## src/rtl/haar_lift_pkg.sv

```systemverilog
// Shared types and helpers for the one-level integer Haar lifting engine.
package haar_lift_pkg;

  localparam int unsigned DATA_W_DEF = 16;

  typedef logic signed [DATA_W_DEF-1:0] sample_t;
  typedef logic signed [DATA_W_DEF:0]   wide_t;

  // Clamp a full-precision detail value into the signed sample range.
  function automatic sample_t sat_narrow(input wide_t w);
    sample_t r;
    r = w[DATA_W_DEF-1:0];
    if (w[DATA_W_DEF] != w[DATA_W_DEF-1]) begin
      r = {w[DATA_W_DEF], {(DATA_W_DEF-1){~w[DATA_W_DEF]}}};
    end
    return r;
  endfunction

endpackage

```

## src/rtl/haar_lift_unit_step.sv

```systemverilog
// Combinational lifting step: predict d = odd - even, update a = even + floor(d/2).
module haar_lift_step
  import haar_lift_pkg::*;
#(
  parameter int unsigned DATA_W = DATA_W_DEF
) (
  input  logic signed [DATA_W-1:0] even,
  input  logic signed [DATA_W-1:0] odd,
  output logic signed [DATA_W:0]   d17,
  output logic signed [DATA_W-1:0] a
);

  logic signed [DATA_W:0] even_w;
  logic signed [DATA_W:0] odd_w;
  logic signed [DATA_W:0] half_w;
  logic signed [DATA_W:0] sum_w;

  // Sign-extend into one extra bit so the difference can never overflow.
  assign even_w = {even[DATA_W-1], even};
  assign odd_w  = {odd[DATA_W-1], odd};
  assign d17    = odd_w - even_w;
  assign half_w = d17 >>> 1;
  assign sum_w  = even_w + half_w;
  assign a      = sum_w[DATA_W-1:0];

endmodule

```

## src/rtl/haar_lift_unit.sv

```systemverilog
// Two-stage Haar lifting pipeline with a valid chain.
// Define HAAR_LIFT_SAT_EN to saturate the detail output instead of wrapping it.
module haar_lift_unit
  import haar_lift_pkg::*;
#(
  parameter int unsigned DATA_W = DATA_W_DEF
) (
  input  logic                     clk,
  input  logic                     reset,
  input  logic                     start,
  input  logic signed [DATA_W-1:0] im11,
  input  logic signed [DATA_W-1:0] im21,
  output logic signed [DATA_W-1:0] dxy_detail,
  output logic signed [DATA_W-1:0] dxy_approx,
  output logic                     data_occur
);

  logic signed [DATA_W:0]   d17_c;
  logic signed [DATA_W-1:0] a_c;
  logic signed [DATA_W:0]   d17_q;
  logic signed [DATA_W-1:0] a_q;
  logic                     v_q;
  logic signed [DATA_W-1:0] d_narrow_c;

  haar_lift_step #(.DATA_W(DATA_W)) u_step (
    .even (im11),
    .odd  (im21),
    .d17  (d17_c),
    .a    (a_c)
  );

  // Stage 1: capture the lifted pair and its valid flag.
  always_ff @(posedge clk or negedge reset) begin
    if (!reset) begin
      d17_q <= '0;
      a_q   <= '0;
      v_q   <= 1'b0;
    end else begin
      v_q <= start;
      if (start) begin
        d17_q <= d17_c;
        a_q   <= a_c;
      end
    end
  end

  // Reduce the full-precision detail to the output width.
  always_comb begin
    d_narrow_c = d17_q[DATA_W-1:0];
`ifdef HAAR_LIFT_SAT_EN
    if (d17_q[DATA_W] != d17_q[DATA_W-1]) begin
      d_narrow_c = {d17_q[DATA_W], {(DATA_W-1){~d17_q[DATA_W]}}};
    end
`endif
  end

  // Stage 2: outputs only move on a valid pair, otherwise they hold.
  always_ff @(posedge clk or negedge reset) begin
    if (!reset) begin
      dxy_detail <= '0;
      dxy_approx <= '0;
      data_occur <= 1'b0;
    end else begin
      data_occur <= v_q;
      if (v_q) begin
        dxy_detail <= d_narrow_c;
        dxy_approx <= a_q;
      end
    end
  end

endmodule

```

## config.mk

```make
export PLATFORM = sky130hd
export DESIGN_NAME = haar_lift_unit
export DESIGN_NICKNAME = d
export VERILOG_FILES = /design/src/rtl/haar_lift_pkg.sv /design/src/rtl/haar_lift_unit_step.sv /design/src/rtl/haar_lift_unit.sv
export SDC_FILE = /design/constraint.sdc
export NUM_CORES = 1
export LEC_CHECK = 0
export BUFFER_PORTS_ARGS = -buffer_cell sky130_fd_sc_hd__buf_2
export CORE_MARGIN = 10
export CORE_UTILIZATION = 30
export CTS_BUF_LIST = sky130_fd_sc_hd__clkbuf_16
export CTS_CLUSTER_DIAMETER = 50
export CTS_CLUSTER_SIZE = 12
export DETAILED_ROUTE_END_ITERATION = 12
export PLACE_DENSITY_LB_ADDON = 0.08
export RECOVER_POWER = 25
export SETUP_SLACK_MARGIN = 0.5
export SLEW_MARGIN = 20
export SYNTH_ARGS = -nofsm -noshare
export SYNTH_HDL_FRONTEND = slang
export SYNTH_SLANG_ARGS = --single-unit
```

## constraint.sdc

```tcl
create_clock -name clk -period 2.2 [get_ports clk]
set_input_delay 0.11 -clock clk [delete_from_list [all_inputs] [get_ports clk]]
set_output_delay 0.11 -clock clk [all_outputs]
set_load 0.1 [all_outputs]
```

After elaboration in Yosys (flattened, before gate mapping)
Index checks and enable logic that the tools add are counted.
Widths: inputs -> output; s select.
Operators by class
  add/sub/neg operators: 2
Operators by type and width (number)
  $sub 16x16->17: 1
  $add 16x16->16: 1
Word-level totals
  register bits: 66

Logic depth before layout (Yosys ltp)
  depth in word-level cells: 2
  mapped depth: 17
  mapped depth without buffers: 17

By module
A second synthesis with hierarchy kept.
Unflattened totals
  cell total of the unflattened synthesis: 350
  area, all modules: 4274.1 um2
By module, submodules not included
  haar_lift_unit: instances 1, area each 2740.1 um2, cells each 138
  haar_lift_step: instances 1, area each 1534.0 um2, cells each 212

Worst setup path before layout
OpenSTA, ideal clock, no wires.
  path type: input -> register
  from: input im21[0]
  to: register a_q[15]
  stages on the path: 17
  slack: -1.328 ns
  buffers on the path: 0
  data required time: 2.131 ns
  arrival time: 3.459 ns
  path through: inv_1 > ha_1 > inv_1 > fa_1 > a211oi_1 > or3_4 > a21o_1 > nand2_1 > a31oi_1 > xnor2_1 > ha_1 > and3_1 > a221oi_1 > nor2b_1 > a2111o_1 > or4_1 > nand3_1
Between the ends
  cells in the longest elaborated chain, start to end: 2
Ends and longest elaborated chain
  from (decl): RTL line haar_lift_unit.sv:12  | input logic signed [DATA_W-1:0] im21,
  $sub 16x16->17: RTL line haar_lift_unit_step.sv:21  | assign d17 = odd_w - even_w;
  named net d17_c[14]: RTL line haar_lift_unit.sv:18  | logic signed [DATA_W:0] d17_c;
  $add 16x16->16: RTL line haar_lift_unit_step.sv:23  | assign sum_w = even_w + half_w;
  to (signal assigned): RTL line haar_lift_unit.sv:36  | a_q <= '0;
  to (signal assigned): RTL line haar_lift_unit.sv:42  | a_q <= a_c;
  to (decl): RTL line haar_lift_unit.sv:21  | logic signed [DATA_W-1:0] a_q;
The timed path passes the listed nets, and every way through them passes these cells.
A chain may end at the register's enable or synchronous reset.

Worst setup path after layout
Ends and elaborated chain as after synthesis.

==> impl_metrics.csv <==
group,metric,value,unit
status,outcome,"finished, violations left",
status,violations,"setup timing",
synth,avgSynthCellArea,10.51,um2
sta,skew,5.790,ps
synth,synth.distinct_cells,60,
global_route,first_global_vias,3919,
clocking,clk_latency,340,ps
routing,top_layer,"met4",
final_layout,area_growth,63.36,%
routing,wl_met1,5485,um
routing,route.detailed.drc,0,
synth,synth-edff-count,0,
final_layout,antenna_cells,0,
final_layout,final_common_cell,"buf_4",
sta,setup_violations,12,
worst_setup_path,endpoint_kind,"register",
clocking,path_clk_slew,50,ps
global_route,grt_max_degree,28,
placement,placedCellCount,743,
die,start_util,30.95,%
power,power.density,1063,nW/um2
sta,rsz0062_at_grt,"yes",
sta,setup_ws,-930.4,ps
synth,syn_area,4131,um2
routing,drtPass1Iterations,4,
routing,vias,3768,
sta,drv_slew,0,
global_route,grt_use_total,13.12,%
routing,postRouteAntennaNets,0,
die,die_area,18870,um2
global_route,grt_overflow_total,0,
final_layout,stdcell_count,790,
final_layout,layout_common_cells,"buf_4, dfrtp_1, buf_2",
worst_setup_path,crit_type,"in2reg",
routing,routed-wl-met2,5747,um
routing,routed_wl,12010,um
power,p_leak,0.003241,uW
placement,post-dp-hpwl,9338,um
placement,portBuffers,67,
worst_setup_path,worstPathMaxFanout,3,
final_layout,fill_cells,1249,
synth,synth_warnings,0,
sta,finalCriticalPeriod,3130,ps
final_layout,nets,679,
die,io_pins,68,
routing,detail_route.wl_per_cell,15.21,um
sta,finalHoldViolCount,0,
clocking,numCtsBuffers,9,
sta,max_freq,0.3194,GHz
die,core,13350,um2
routing,dr_wl_met3,583,um
sta,tightestPinTransition,861.9,ps
routing,dr.first_iter.drc_count,108,
clocking,cts_sinks,66,
clocking,cts_root_buf,"clkbuf_16",
routing,viasPerCell,4.770,
worst_setup_path,critPathLaunchType,"input port",
min_path,hp-class,"in2reg",
synth,synth-async-reset-ratio,100.0,%
die,die_h,137.4,um
run,maxCapViolations,0,
global_route,grt_pass1_wl,19550,um
die,fp-row-count,42,
clocking,cts_max_level,3,
global_route,antenna_found_initial,0,
clocking,clk_path_buf_depth,2,
worst_setup_path,crit_arrival,3410,ps
synth,netlist_instances,393,
sta,min_period_over_period,142.3,%
sta,fin_tns_setup,-6988,ps
synth,synth-seq-cells,66,
power,ir_drop,0.4947,mV
placement,place.gp.congestion,0.8268,
worst_setup_path,worst_ep_required_time,2480,ps
clocking,tritoncts,"yes",
synth,synth-main-ff-cell,"dfrtp_1",
final_layout,drive_gt1_share,57.33,%
sta,slew_headroom,42.54,%
die,die_w,137.4,um
synth,synth_nets,462,
synth,ys_seq_area_share,39.98,%
## synthesized netlist by cell type, types with 4 or more instances
master,count,area share [%]
xnor2_1,11,2.3
ha_1,32,9.7
clkbuf_1,6,0.55
o31ai_1,6,1.1
and2_1,4,0.61
nor3_1,5,0.61
o221ai_1,4,0.85
mux2_2,45,12
nand2_1,22,2.0
a21oi_1,22,2.7
o21ai_0,11,1.3
nor2_1,15,1.4
buf_1,4,0.36
o21bai_1,5,0.91
nand3b_1,4,0.73
xor2_1,7,1.5
inv_1,27,2.5
nand3_1,4,0.48
nor2b_1,5,0.76
a21o_1,14,2.5
a211oi_1,4,0.73
a211o_1,4,0.85
dfrtp_1,66,40
and3_1,8,1.2
o21a_1,6,1.1
## layer usage
metal | vias to the layer above | track usage, %
li1 | 1885 | -
met1 | 1798 | 15.83
met2 | 64 | 21.68
met3 | 21 | 4.115
met4 | 0 | 4.333
met5 | - | 0
## area by class of cell
class	instances	area (um2)	area share, %
multi-input cells	287	2872	42.55
flip-flops and latches	66	1652	24.47
inverters	27	126.4	1.872
repair buffers	219	1595	23.64
clock buffers	9	225.2	3.337
well taps	176	220.2	3.263
clock inverters	6	58.81	0.8713
## sequential cells by signal, summed over array words and instances (netlist names)
register	count
a_q	16
data_occur	1
v_q	1
dxy_approx	16
dxy_detail	16
d17_q	16
## stage by stage
stage	utilization [%]	total power, uW	setup slack, ps	hold WS (ps)	cell area (um2)
finish	50.56	7174	-930.4	124.9	6749
global route	50.56	7568	-1058	154.8	6749
CTS	48.75	7098	-971.5	116.7	6507
detailed placement	43.19	5378	-1440	45.59	5764
global placement	43.19	5348	-1381	48.92	5764
floorplan	-	4392	-1098	-185.6	4357
## report_power, final
| group | switching, uW | internal [uW] |
|---|---|---|
| Combinational | 2550 | 1460 |
| Clock | 520 | 862 |
| Sequential | 187 | 1600 |
| Total | 3260 | 3920 |
## path summary, 6_finish.rpt
path	startpoint	to	slack (ps)	cells past startpoint
max	im21[0]	a_q[15]	-930	18
min reg2reg	d17_q[0]	d17_q[0]	480	2
min	im11[0]	d17_q[0]	120	3
min in group asynchronous	reset	dxy_approx[8]	400	2
max reg2reg	v_q	dxy_detail[8]	840	2
max in group asynchronous	reset	d17_q[8]	670	3
## worst max-delay path, cell delays in order
cell and delay (ps):
buf_8 110, inv_12 40, ha_4 120, inv_2 40, fa_2 380, a211oi_4 260
or3_4 180, a21o_1 150, nand2_2 100, a31oi_4 190, xnor2_2 130, ha_1 260
and3_4 200, a221oi_4 290, nor2b_2 80, a2111o_1 280, or4_1 390, nand3_1 90
## what timing repair did
item	4_1_cts	5_1_grt
setup endpoints to repair	21	24
hold buffers	1	0
gates resized for setup	61	28
endpoints found under the hold margin	14	0
pin swaps	48	48
setup buffers	18	13
## logic make-up after synthesis
family	after synthesis	share of synthesized area (%)
compound gates	106	18.44
xor+xnor	18	3.816
fa+ha+maj	34	10.66
buf+inv	40	3.937
flops	66	39.98
mux	47	12.75
simple gates	82	10.42
(Power assumes the default switching activity.)
